<file path="src/rtl/mem_port_sequencer.sv">
// -----------------------------------------------------------------------------
// mem_port_sequencer
//
// Arbitrates one single-port synchronous RAM between the core data port and
// the UART loader.  Loads are read, extended and returned; word stores
// (core SW and all loader writes) are written directly; byte and halfword
// stores do a read-modify-write so that untouched lanes survive.
//
// Ports
//   clk, rst_n                 clock, asynchronous active-low reset
//   core_req/ldst/addr/wdata   core request (held until core_ack)
//   core_ack, core_rdata       one-cycle completion pulse, extended load data
//   uart_req/addr/wdata        loader word write (held until uart_ack)
//   uart_ack                   one-cycle completion pulse
//   mem_addr/wdata/we, mem_rdata  RAM port (read data one cycle after addr)
//   busy                       high whenever the sequencer is not idle
//
// Handshake: a requester raises req with stable payload and keeps it until it
// samples its ack high on a rising edge; ack is high for exactly one cycle.
// If req is still high on the edge after the ack cycle's successor it is
// treated as a fresh request.
//
// Flow:  load     IDLE -> RD -> RDW -> IDLE   (ack in RDW)
//        SW/uart  IDLE -> WR -> IDLE          (ack in WR)
//        SH/SB    IDLE -> RD -> MRG -> IDLE   (ack in MRG)
// -----------------------------------------------------------------------------
`timescale 1ns/1ps

`ifndef MEM_PORT_SEQ_OPS
`define MEM_PORT_SEQ_OPS
`define LDST_WID 3
`define LW_OP  3'd0
`define LH_OP  3'd1
`define LHU_OP 3'd2
`define LB_OP  3'd3
`define LBU_OP 3'd4
`define SW_OP  3'd5
`define SH_OP  3'd6
`define SB_OP  3'd7
`endif

module mem_port_sequencer (
  input  logic                 clk,
  input  logic                 rst_n,
  input  logic                 core_req,
  input  logic [`LDST_WID-1:0] core_ldst,
  input  logic [31:0]          core_addr,
  input  logic [31:0]          core_wdata,
  output logic                 core_ack,
  output logic [31:0]          core_rdata,
  input  logic                 uart_req,
  input  logic [31:0]          uart_addr,
  input  logic [31:0]          uart_wdata,
  output logic                 uart_ack,
  output logic [13:0]          mem_addr,
  output logic [31:0]          mem_wdata,
  output logic                 mem_we,
  input  logic [31:0]          mem_rdata,
  output logic                 busy
);

  typedef enum logic [2:0] {
    S_IDLE = 3'd0,
    S_RD   = 3'd1,
    S_RDW  = 3'd2,
    S_MRG  = 3'd3,
    S_WR   = 3'd4
  } state_t;

  state_t               r_state;
  logic                 r_grant_uart;
  logic [15:0]          r_addr;
  logic [`LDST_WID-1:0] r_op;
  logic [31:0]          r_wdata;
  logic [31:0]          r_core_rdata;

  logic                 w_is_load;
  logic [15:0]          w_half;
  logic [7:0]           w_byte;
  logic [31:0]          w_ext;
  logic [31:0]          w_merged;
  // Only addr[15:0] reaches the RAM; the upper bits are decoded upstream.
  logic                 w_unused_addr_hi;

  assign w_unused_addr_hi = ^{core_addr[31:16], uart_addr[31:16]};

  assign w_is_load = (r_op == `LW_OP) || (r_op == `LH_OP) || (r_op == `LHU_OP) ||
                     (r_op == `LB_OP) || (r_op == `LBU_OP);

  // Lane extraction from the word just read.
  assign w_half = r_addr[1] ? mem_rdata[31:16] : mem_rdata[15:0];

  always_comb begin
    w_byte = mem_rdata[7:0];
    case (r_addr[1:0])
      2'b00:   w_byte = mem_rdata[7:0];
      2'b01:   w_byte = mem_rdata[15:8];
      2'b10:   w_byte = mem_rdata[23:16];
      default: w_byte = mem_rdata[31:24];
    endcase
  end

  always_comb begin
    w_ext = mem_rdata;
    case (r_op)
      `LH_OP:  w_ext = {{16{w_half[15]}}, w_half};
      `LHU_OP: w_ext = {16'h0000, w_half};
      `LB_OP:  w_ext = {{24{w_byte[7]}}, w_byte};
      `LBU_OP: w_ext = {24'h000000, w_byte};
      default: w_ext = mem_rdata;
    endcase
  end

  // New byte/halfword dropped into its lane; all other lanes come from RAM.
  always_comb begin
    w_merged = mem_rdata;
    if (r_op == `SH_OP) begin
      if (r_addr[1]) w_merged[31:16] = r_wdata[15:0];
      else           w_merged[15:0]  = r_wdata[15:0];
    end else begin
      case (r_addr[1:0])
        2'b00:   w_merged[7:0]   = r_wdata[7:0];
        2'b01:   w_merged[15:8]  = r_wdata[7:0];
        2'b10:   w_merged[23:16] = r_wdata[7:0];
        default: w_merged[31:24] = r_wdata[7:0];
      endcase
    end
  end

  always_ff @(posedge clk or negedge rst_n) begin
    if (!rst_n) begin
      r_state      <= S_IDLE;
      r_grant_uart <= 1'b0;
      r_addr       <= 16'h0000;
      r_op         <= `LW_OP;
      r_wdata      <= 32'h0;
      r_core_rdata <= 32'h0;
    end else begin
      case (r_state)
        S_IDLE: begin
          if (uart_req) begin
            r_grant_uart <= 1'b1;
            r_addr       <= uart_addr[15:0];
            r_op         <= `SW_OP;
            r_wdata      <= uart_wdata;
            r_state      <= S_WR;
          end else if (core_req) begin
            r_grant_uart <= 1'b0;
            r_addr       <= core_addr[15:0];
            r_op         <= core_ldst;
            r_wdata      <= core_wdata;
            r_state      <= (core_ldst == `SW_OP) ? S_WR : S_RD;
          end
        end
        S_RD:  r_state <= w_is_load ? S_RDW : S_MRG;
        S_RDW: begin
          r_core_rdata <= w_ext;
          r_state      <= S_IDLE;
        end
        S_MRG, S_WR: begin
          r_grant_uart <= 1'b0;
          r_state      <= S_IDLE;
        end
        default: r_state <= S_IDLE;
      endcase
    end
  end

  // Strobes are pure decodes of the state register, so an asynchronous reset
  // in RD or MRG drops mem_we immediately and no partial write reaches RAM.
  assign busy      = (r_state != S_IDLE);
  assign mem_we    = (r_state == S_WR) || (r_state == S_MRG);
  assign uart_ack  = (r_state == S_WR) && r_grant_uart;
  assign core_ack  = (r_state == S_RDW) || (r_state == S_MRG) ||
                     ((r_state == S_WR) && !r_grant_uart);
  assign mem_addr  = r_addr[15:2];
  // In MRG the RAM word is only valid during the cycle itself, so the merge
  // feeds the write port combinationally.
  assign mem_wdata = (r_state == S_MRG) ? w_merged : r_wdata;
  // Load data is forwarded in its ack cycle and then held until the next load.
  assign core_rdata = (r_state == S_RDW) ? w_ext : r_core_rdata;

endmodule

</file>
<file path="config.mk">
export PLATFORM = sky130hd
export DESIGN_NAME = mem_port_sequencer
export DESIGN_NICKNAME = d
export VERILOG_FILES = /design/src/rtl/mem_port_sequencer.sv
export SDC_FILE = /design/constraint.sdc
export NUM_CORES = 1
export LEC_CHECK = 0
export CAP_MARGIN = 20
export CELL_PAD_IN_SITES_DETAIL_PLACEMENT = 0
export CELL_PAD_IN_SITES_GLOBAL_PLACEMENT = 1
export CORE_ASPECT_RATIO = 1.25
export CORE_MARGIN = 2
export CORE_UTILIZATION = 27
export DETAILED_ROUTE_END_ITERATION = 10
export PLACE_DENSITY_LB_ADDON = 0.1
export SLEW_MARGIN = 20
export SYNTH_ARGS = -nofsm -noshare
export SYNTH_HDL_FRONTEND = slang
export SYNTH_SLANG_ARGS = --single-unit
</file>
<file path="constraint.sdc">
create_clock -name clk -period 2.35 [get_ports clk]
set_input_delay 0.5875 -clock clk [delete_from_list [all_inputs] [get_ports clk]]
set_output_delay 0.5875 -clock clk [all_outputs]
set_load 0.03 [all_outputs]
</file>
==> metrics.csv <==
stage,metric,value,unit
power,total power,14.3,mW
sta,clock skew,12.6,ps
yosys,synth top area cells,"dfrtp_1, mux2i_1, o21ai_0",
sta,Worst-Margin Slew,556,ps
yosys,"FFs w/ async S/R, synth",100,%
floorplanning,die area,20700,µm²
route,Iteration-0 DRC Markers,316,
power,combinational group share of total power,70.1,%
power,LEAKAGE,4.41,nW
route,post-route ant nets,0,
setup_path,CP Max Fanout,7,
power,PwrDens,1400,nW/µm²
clocking,Worst-Skew Late Latency,350,ps
yosys,commonest cells in the netlist,"nand2_1, dfrtp_1, o21ai_0, mux2i_1, a21oi_1",
setup_path,Worst Setup Start Kind,flip-flop,
yosys,leading area contributor after synthesis,dfrtp_1,
final_layout,nets,1069,
yosys,Post-Syn Instances,587,
yosys,Yosys cell types,46,
floorplanning,Cell Rows,57,
power,Clock power frac,10.3,%
setup_path,WP data required,1760,ps
sta,hold_ws,210,ps
final_layout,share of layout cells above drive strength 1,42.4,%
floorplanning,die width,129,µm
yosys,Synth Warn #,0,
placement,HPWL Detailed,17600,µm
sta,Max Clock Freq,356,MHz
global_route,pin count of the biggest net entering global routing,76,
yosys,#FFs+latches synth,87,
route,via count,5706,
yosys,post-synth top area share,41.3,%
setup_path,reg2reg start,r_addr[0],
global_route,Congestion Overflow GR,0,
final_layout,Ant. Diodes,0,
sta,unrepaired setup endpoints after global routing,true,
power,Net Sw Power,6.47,mW
power,Sequential Power Share,19.6,%
route,Post-route DRC,0,
flow_run,MaxCap Viol Count,0,
clocking,H-tree Lvls,3,
setup_path,WP data arrival,2220,ps
clocking,CTS tree,yes,
global_route,vias in the first global route,6149,
status,failing checks,negative setup slack,
sta,Final Cycle Share,120,%
floorplanning,die height,160,µm
sta,setup ws final,-460,ps
final_layout,Layout area overhead,94.8,%
yosys,syn nets,754,
sta,Final Max Tran Viols,0,
final_layout,filler cell count,1807,
placement,pre-CTS worst setup slack,-1080,ps
sta,worst relative slew slack,61.9,%
sta,fin crit period,2810,ps
global_route,first-pass GRT wire length,35900,µm
clocking,Max Root-Sink Buffers,2,
floorplanning,Core ar.,19300,µm²
global_route,initial antenna violation count,0,
yosys,Syn Area/Cell,8.98,µm²
floorplanning,Ports,249,
sta,final hold vios,0,
yosys,post-synthesis sequential area ratio,41.3,%
clocking,Num CTS Buffers,9,
yosys,Synth Cell Area,5270,µm²
placement,Final Wtd Congestion,0.857,
route,DRT Wirelength,23500,µm
route,Pre-antenna DRT Iters,4,
yosys,"EDFF count, synth",0,
sta,# setup viols final,64,
power,P_int,7.88,mW
power,Peak VDD IR,528,µV
floorplanning,Initial Util,27.3,%
route,drt via density,4.87,
status,outcome,finished with violations,
global_route,GRT Total Usage,23.0,%
setup_path,Worst setup startpoint,r_addr[0],
yosys,dominant cell by count in the synthesized netlist,nand2_1,
setup_path,Crit Path Class,reg2out,
setup_path,endpoint class of the critical path,primary output,
placement,PortBufs,216,
clocking,"Reg clk slew, reported paths",70,ps
yosys,"Top FF cell, synth",dfrtp_1,
clocking,clk root buf,clkbuf_16,
route,drt wl/cell,20.0,µm
power,switching share of power,45.1,%
hold_path,worst hold path class,in2async,
clocking,Sink Count,87,
-- registers in the layout, summed over array words and instances (netlist names) --
name          cells
r_core_rdata     32
r_wdata          32
r_addr           16
r_op              3
r_state           3
r_grant_uart      1
-- worst max-delay path, stage by stage (launching register included) --
cell	delay [ps]
dfrtp_2	410
mux4_2	560
a31oi_4	260
o41a_4	300
buf_6	150
a21oi_2	70
buf_6	140
-- cells in the final DEF, fill, tap and decap left out, types with 5 or more instances in the layout --
cell	count
buf_12	31
a221o_1	7
buf_6	74
nor2b_1	7
and3_4	9
dfrtp_1	82
buf_4	108
mux2i_1	55
nor2_1	35
a221oi_2	6
dfrtp_2	5
a21oi_4	24
o21ai_4	9
a21oi_2	24
o21ai_1	6
o21ai_2	9
mux4_2	8
o21ai_0	63
mux2_4	9
nand2_2	11
dlygate4sd2_1	20
nand2_1	89
clkbuf_16	9
clkdlybuf4s50_1	124
-- per-stage QoR --
| stage | utilization (%) | cells | setup TNS [ps] | cell area (µm²) |
|---|---|---|---|---|
| after floorplan | - | 587 | -2060 | 5300 |
| after global placement | 44.1 | 1123 | -33000 | 8530 |
| after detailed placement | 44.1 | 1123 | -33720 | 8530 |
| after CTS | 51.4 | 1161 | -23000 | 9940 |
| after global routing | 53.1 | 1171 | -27650 | 10300 |
| final | 53.1 | 1171 | -23480 | 10300 |
-- path summary, 6_finish.rpt --
path / to / slack [ps] / depth (start not counted)
max: core_rdata[29] / -460 / 6
min: r_core_rdata[12] / 210 / 1
max reg2reg: r_core_rdata[27] / 260 / 7
min reg2reg: r_addr[7] / 480 / 2
max in group asynchronous: r_addr[0] / 1450 / 2
min in group clk: r_addr[7] / 480 / 2
-- power by group through the flow --
stage               Clock (mW)  Sequential, mW  Combinational (mW)
finish                    1.48            2.81                10.1
CTS                       1.53            2.79                9.74
global route              1.61            2.90                10.7
global placement             0            2.78                7.90
floorplan                    0            2.52                4.38
detailed placement           0            2.78                7.92
-- timing repair --
action	in CTS	in global routing
gates resized for setup	337	52
buffers inserted	27	17
cloned	5	0
setup endpoints to repair	67	66
hold buffers	0	0
pin swaps	44	30
-- cells by family after synthesis --
group | count (synthesis) | synth area share (%)
flops | 87 | 41.3
fa+ha+maj | 1 | 0.190
mux | 76 | 16.5
xor+xnor | 2 | 0.332
buf+inv | 66 | 6.62
simple gates | 176 | 14.4
compound gates | 179 | 20.6
-- cell type report --
type / instances / area, µm² / share of cell area [%]
Timing Repair Buffer: 364 / 3770 / 36.8
Tap cell: 265 / 332 / 3.23
Multi-Input combinational cell: 435 / 3660 / 35.7
Clock inverter: 5 / 58.8 / 0.573
Inverter: 5 / 18.8 / 0.183
Clock buffer: 10 / 239 / 2.33
Sequential cell: 87 / 2180 / 21.3
-- metal layers --
layer  global-route usage [%]  wire [µm]  vias to the layer above
li1                         -          -                     2724
met1                     27.6       9350                     2737
met2                     38.1      11500                      201
met3                     5.70       1630                       44
met4                     11.5        986                        0
met5                        0          0                        -
Note: power is estimated with default switching activity, not from simulation.
